--- src/rtl/mp1000_pkg.sv ---
// Shared definitions for the MP1000 upload helpers.
//   state_e   : read-sequencer states
//   FILL_BYTE : byte returned for offsets outside the served window
package mp1000_pkg;

  typedef enum logic [1:0] {
    ST_IDLE = 2'd0,
    ST_REQ  = 2'd1,
    ST_DATA = 2'd2,
    ST_DONE = 2'd3
  } state_e;

  localparam logic [7:0] FILL_BYTE = 8'hFF;

endpackage

--- src/rtl/mp1000_mem_upload.sv ---
// Serves HPS upload reads (ioctl_*) from a shared RAM read port.
// Each accepted ioctl_rd fetches one byte at BASE + offset via a
// req/gnt handshake and returns it on ioctl_din while ioctl_wait stalls HPS.
//
// Ports:
//   clk_sys, reset_n           : clock, async active-low reset
//   ioctl_upload, ioctl_index  : session qualifiers
//   ioctl_rd, ioctl_addr       : read strobe and byte offset
//   ioctl_din, ioctl_wait      : returned byte, HPS stall
//   mem_req, mem_addr, mem_gnt : RAM read-port request / address / grant
//   mem_q                      : RAM data, one cycle after the grant cycle
//   overrun                    : sticky, a read arrived while one was in flight
//
// state   | meaning
// --------+-------------------------------------------------------------
// IDLE    | waiting for ioctl_rd in an active session
// REQ     | requesting RAM (or filling 8'hFF if offset out of range)
// DATA    | RAM data valid on mem_q, captured into ioctl_din
// DONE    | read complete, ioctl_wait low; a new read may be accepted
module mp1000_mem_upload
  import mp1000_pkg::*;
#(
  parameter logic [7:0]  INDEX = 8'd0,
  parameter logic [15:0] BASE  = 16'h4000,
  parameter logic [16:0] LEN   = 17'd4096
) (
  input  logic        clk_sys,
  input  logic        reset_n,
  input  logic        ioctl_upload,
  input  logic [7:0]  ioctl_index,
  input  logic        ioctl_rd,
  input  logic [24:0] ioctl_addr,
  output logic [7:0]  ioctl_din,
  output logic        ioctl_wait,
  output logic        mem_req,
  output logic [15:0] mem_addr,
  input  logic        mem_gnt,
  input  logic [7:0]  mem_q,
  output logic        overrun
);

  localparam logic [24:0] LEN_EXT = {8'd0, LEN};

  state_e      state_q, state_d;
  logic [1:0]  rst_sync_q, rst_sync_d;
  logic [24:0] offset_q, offset_d;
  logic [15:0] mem_addr_q, mem_addr_d;
  logic [7:0]  din_q, din_d;
  logic        overrun_q, overrun_d;
  logic        session_q, session_d;

  logic session;
  logic rd_ok;
  logic in_range;
  logic wait_c;
  logic req_c;

  assign session  = ioctl_upload && (ioctl_index == INDEX);
  // Reads are ignored until the released reset has passed through the synchroniser.
  assign rd_ok    = ioctl_rd && session && rst_sync_q[1];
  assign in_range = offset_q < LEN_EXT;

  always_comb begin
    state_d    = state_q;
    offset_d   = offset_q;
    mem_addr_d = mem_addr_q;
    din_d      = din_q;
    overrun_d  = overrun_q;
    session_d  = session;
    rst_sync_d = {rst_sync_q[0], 1'b1};
    wait_c     = 1'b0;
    req_c      = 1'b0;

    case (state_q)
      ST_IDLE, ST_DONE: begin
        state_d = ST_IDLE;
        if (rd_ok) begin
          offset_d   = ioctl_addr;
          mem_addr_d = BASE + ioctl_addr[15:0];
          wait_c     = 1'b1;
          state_d    = ST_REQ;
        end
      end
      ST_REQ: begin
        wait_c = 1'b1;
        if (!session) begin
          state_d = ST_IDLE;
        end else if (!in_range) begin
          din_d   = FILL_BYTE;
          state_d = ST_DONE;
        end else begin
          req_c = 1'b1;
          if (mem_gnt) state_d = ST_DATA;
        end
      end
      ST_DATA: begin
        wait_c = 1'b1;
        if (!session) begin
          state_d = ST_IDLE;
        end else begin
          din_d   = mem_q;
          state_d = ST_DONE;
        end
      end
      default: state_d = ST_IDLE;
    endcase

    if ((state_q == ST_REQ || state_q == ST_DATA) && ioctl_rd && session)
      overrun_d = 1'b1;
    // A fresh session start wins over a simultaneous overrun.
    if (session && !session_q)
      overrun_d = 1'b0;
  end

  always_ff @(posedge clk_sys or negedge reset_n) begin
    if (!reset_n) begin
      rst_sync_q <= 2'b00;
      state_q    <= ST_IDLE;
      offset_q   <= '0;
      mem_addr_q <= '0;
      din_q      <= '0;
      overrun_q  <= 1'b0;
      session_q  <= 1'b0;
    end else begin
      rst_sync_q <= rst_sync_d;
      state_q    <= state_d;
      offset_q   <= offset_d;
      mem_addr_q <= mem_addr_d;
      din_q      <= din_d;
      overrun_q  <= overrun_d;
      session_q  <= session_d;
    end
  end

  assign ioctl_din  = din_q;
  assign ioctl_wait = wait_c;
  assign mem_req    = req_c;
  assign mem_addr   = mem_addr_q;
  assign overrun    = overrun_q;

endmodule

--- config.mk ---
export PLATFORM = sky130hd
export DESIGN_NAME = mp1000_mem_upload
export DESIGN_NICKNAME = d
export VERILOG_FILES = /design/src/rtl/mp1000_pkg.sv /design/src/rtl/mp1000_mem_upload.sv
export SDC_FILE = /design/constraint.sdc
export NUM_CORES = 1
export LEC_CHECK = 0
export ABC_AREA = 1
export CAP_MARGIN = 0
export CORE_MARGIN = 3
export CORE_UTILIZATION = 45
export CTS_CLUSTER_DIAMETER = 30
export DETAILED_ROUTE_END_ITERATION = 8
export GPL_TIMING_DRIVEN = 0
export PLACE_DENSITY = 0.81
export REMOVE_ABC_BUFFERS = 1
export SYNTH_ARGS = -nofsm -noshare
export SYNTH_HDL_FRONTEND = slang
export SYNTH_SLANG_ARGS = --single-unit
export TNS_END_PERCENT = 30
--- constraint.sdc ---
create_clock -name clk_sys -period 2.1 [get_ports clk_sys]
set_input_delay 0.315 -clock clk_sys [delete_from_list [all_inputs] [get_ports clk_sys]]
set_output_delay 0.315 -clock clk_sys [all_outputs]
set_load 0.02 [all_outputs]
## Word level (Yosys, flattened, before mapping)

Index checks and enable logic that the tools add are counted.

| storage, ports and cells | value |
|---|---|
| register bits after elaboration | 55 |
| bits of input ports | 46 |
| output and inout port bits | 27 |
| logic and storage cells | 49 |

| cells by class | value |
|---|---|
| $add $sub $neg | 1 |
| order comparisons | 1 |
| equality and inequality tests | 7 |
| muxes and demuxes | 17 |
| reductions and logical operators | 16 |

Operators by type and width:

| cell | number |
|---|---|
| 25-bit by 13-bit < comparator with 1-bit output (second input constant) | 1 |
| 8-bit two-way mux | 3 |
| 15-bit by 16-bit adder with 16-bit output (first input constant) | 1 |
| 8-bit case mux with 2 select lines | 1 |
| 8-bit logical NOT | 1 |
| 2-bit two-way mux | 4 |
| 1-bit two-way mux | 7 |
| 1-bit logical AND | 6 |
| 2-bit != test (second input constant) | 3 |
| 2-bit case mux with 3 select lines | 1 |
| 2-bit == test (second input constant) | 2 |
| 4-bit != test (second input constant) | 1 |
| 4-bit AND reduction | 1 |
| 2-bit nonzero test | 2 |
| 2-bit OR reduction | 2 |
| 2-bit by 1-bit == test with 1-bit output (second input constant) | 1 |
| 2-bit logical NOT | 1 |
| 1-bit case mux with 2 select lines | 1 |
| 2-bit AND reduction | 1 |
| 1-bit logical NOT | 1 |
| 1-bit logical OR | 1 |

## Depth between registers and ports, before layout

| depth | value |
|---|---|
| depth after elaboration | 6 |
| depth in mapped cells | 9 |
| depth with buffers taken out | 9 |

## Worst setup path before layout

OpenSTA, ideal clock, no wires.

| timing | value |
|---|---|
| path type | input port to flip-flop |
| from | input ioctl_index[3] |
| to | register state_q[0] |
| setup time | 0.117 ns |
| data arrival time | 1.362 ns |
| data required time | 1.983 ns |
| setup slack | 0.621 ns |
| stages on the path | 8 |
| path buffers | 0 |
| cells stage by stage | nor2_2 > nand3_2 > nor2_4 > inv_2 > nor2_1 > nand2_1 > nor2_1 > nor2_1 |

| between the ends | value |
|---|---|
| word-level cells in the longest chain between the ends | 6 |
| elaborated cells between the ends (all ways) | 9 |
| those cells by class | eq/ne (1); mux (4); reduce/logical (4) |

RTL lines:

| element | RTL line | source |
|---|---|---|
| from (decl) | mp1000_mem_upload.sv:30 | `input logic [7:0] ioctl_index,` |
| 8-bit logical NOT (*) | mp1000_mem_upload.sv:58 | `assign session = ioctl_upload && (ioctl_index == INDEX);` |
| 1-bit logical AND (*) | mp1000_mem_upload.sv:58 |  |
| named net session | mp1000_mem_upload.sv:52 | `logic session;` |
| 1-bit logical AND (2 in series) | mp1000_mem_upload.sv:60 | `assign rd_ok = ioctl_rd && session && rst_sync_q[1];` |
| 1-bit two-way mux | mp1000_mem_upload.sv:77 | `if (rd_ok) begin` |
| 2-bit case mux with 3 select lines | mp1000_mem_upload.sv:74 | `case (state_q)` |
| to (signal assigned) | mp1000_mem_upload.sv:126 | `state_q <= state_d;` |
| to (decl) | mp1000_mem_upload.sv:44 | `state_e state_q, state_d;` |

Mark *: on every way through the listed nets, which the timed path passes. The rest lies on a longest branch.
A chain may end at the register's enable or synchronous reset.

## Worst setup path after layout

| timing | value |
|---|---|
| from | input ioctl_upload |
| to | output ioctl_wait |

| between the ends | value |
|---|---|
| word-level cells in the longest chain between the ends | 5 |

RTL lines:

| element | RTL line | source |
|---|---|---|
| from (decl) | mp1000_mem_upload.sv:29 | `input logic ioctl_upload,` |
| 1-bit logical AND | mp1000_mem_upload.sv:58 |  |
| named net session | mp1000_mem_upload.sv:52 |  |
| 1-bit logical AND (2 in series) | mp1000_mem_upload.sv:60 |  |
| 1-bit two-way mux | mp1000_mem_upload.sv:77 |  |
| 1-bit case mux with 2 select lines | mp1000_mem_upload.sv:74 |  |
| to (decl) | mp1000_mem_upload.sv:34 | `output logic ioctl_wait,` |

The timed path passes the listed nets, and every way through them passes these cells.

==> results.ini <==
[finish]
final_common_cell = nand2_1
antenna-diode-count = 0
fin_cells = 343
layout-drive-gt1-share_pct = 12.6
utilization_pct = 65.2
syn_to_final_growth_pct = 35.6
nNetsFinal = 340
mostFrequentLayoutCells = nand2_1, clkdlybuf4s50_1, dfrtp_1

[global_routing]
grt_pass1_vias = 1677
grt_pass1_wl_um = 7030
grt_max_degree = 42
antenna_found_initial = 0
grt_usage_pct = 17.3
gr-total-overflow = 0

[synthesis]
synthesis.area_um2 = 1990
synth_top_area_share_pct = 51.5
synthDistinctLibCells = 26
ys_top_cells_by_area = dfrtp_1, nand2_1, buf_4
synthCells = 234
yosysSeqAreaShare_pct = 51.5
yosys_warnings = 0
postSynthAreaPerCell_um2 = 8.52
yosys.area.top_type = dfrtp_1
synth-seq-cells = 41

[clocking]
htree_levels = 2
root_buffer = clkbuf_8
numCtsBuffers = 5
post-cts-setup-buffers = 0
clock-sinks = 41
cts-hold-fix-buffers = 0
worstSkewPairLatency_ps = 290
cts_tree = yes
clockBufferDepth = 2
clkTransAtPathRegs_ps = 80

[placed_design]
hpwl_um = 3050
post-place-ws_ps = -251
dp_cells = 335
gp_congestion = 0.801
io_buffers = 72

[die]
num_rows = 23
die_y_um = 72.6
coreArea_um2 = 4140
dieArea_um2 = 5260
start_util_pct = 48.1
die_w_um = 72.6
io_pins = 73

[detailed_routing]
drc = 0
wl_per_cell_um = 12.3
drt-total-wl_um = 4230
postRouteAntennaNets = 0
dr_total_vias = 1636
routed_via_density = 4.77
drt_pass1_iterations = 5
first_iter_violations = 54

[pwr]
irDropWorstVdd_v = 0.000378
p_per_area_nw_per_um2 = 549
p_leak_uw = 0.00133
total_power_uw = 1480

[critical_path]
r2r-end = offset_q[19]
reg2reg_depth = 6
worstPathRequired_ps = 1780
r2r-start = state_q[0]
rrSetupSlack_ps = 240
worstPathMaxFanout = 5
end_kind = output pin
arrival_ps = 1670
start_kind = input port
critPathKind = input port to output pin

[sta]
worst_pin_slew_ps = 897
fin_crit_sh_pct = 94.5
drv_slew = 0
fmax_mhz = 504
setup_viol = 0
skew_ps = 6.17
rsz0062_at_grt = no
relSlewSlack_pct = 40.2
setup_slack_ps = 115
min_period_ps = 1980
finalHoldViolCount = 0

[run_status]
status = complete, no violations

[min_path]
hold_path.class = input port to async pin

[run]
cap_violations = 0

synthesized netlist by cell type:
library cell	count
a21oi_1	1
buf_2	1
buf_4	14
buf_6	3
buf_8	2
clkbuf_1	1
conb_1	1
dfrtp_1	41
ha_1	2
inv_1	9
inv_2	2
nand2_1	99
nand2_2	5
nand3_1	6
nand3_2	2
nand4_1	9
nand4_4	1
nor2_1	15
nor2_2	3
nor2_4	1
nor3_1	2
o21ai_0	3
o21ai_1	1
o21ai_2	1
or2_2	8
xor2_1	1
routing by layer:
metal / GRT usage (%) / vias up / routed length (um)
met2: 28.9 / 61 / 1940
li1: - / 826 / -
met4: 6.56 / 0 / 65
met5: 0 / - / 0
met3: 8.45 / 8 / 445
met1: 18.8 / 741 / 1780
layout make-up:
class                   count  area (um^2)
flip-flops and latches     41         1030
inverters                  11         47.5
clock inverters             2         10.0
well taps                  50         62.6
repair buffers             72          716
fillers                   346         1440
multi-input cells         161          768
clock buffers               6         72.6
cells by family (layout without fill, tap and decap cells):
logic type / after synthesis / after routing / share of synthesized area [%]
flip-flops: 41 / 41 / 51.5
adder cells (fa/ha/maj): 2 / 2 / 1.26
AND/OR/NAND/NOR: 151 / 151 / 34.0
AO/OA/AOI/OAI: 6 / 6 / 1.69
buffers and inverters: 32 / 91 / 11.0
other: 1 / 1 / 0.188
XOR/XNOR: 1 / 1 / 0.440
what timing repair did:
action                                  in CTS  in global routing
endpoints found under the setup margin       2                 26
resized for setup                            6                  6
pin swaps                                    1                  0
flip-flops by register name, summed over array words and instances (netlist names):
register    count
offset_q       25
rst_sync_q      2
overrun         1
session_q       1
mem_addr        2
ioctl_din       8
state_q         2
worst max path at each step:
stage,from,to
6_report,ioctl_upload,ioctl_wait
5_1_grt,offset_q[13],mem_req
4_1_cts,offset_q[24],mem_req
3_5_place_dp,ioctl_index[3],mem_req
3_3_place_gp,reset_n,offset_q[4]
2_1_floorplan,offset_q[13],state_q[0]
stage by stage:
stage               instance area [um^2]  TNS, ps  hold slack [ps]
global placement                    2600   -15280              332
finish                              2700        0              146
CTS                                 2680        0              175
detailed placement                  2590    -5310              353
global route                        2700        0              211
floorplan                           1820        0             19.4
where the power goes:
part | total, uW | switching [uW] | leakage [uW] | internal [uW]
clock | 504 | 273 | 0.0000450 | 231
combinational | 167 | 65.6 | 0.000718 | 101
sequential | 813 | 9.21 | 0.000562 | 804
worst max-delay path, stage by stage:
cell and delay, ps:
clkdlybuf4s50_1 500, nand3_1 150, nor2_4 210, nand3_1 90, nand2_1 70, dlygate4sd2_1 330
(Power assumes the default switching activity.)
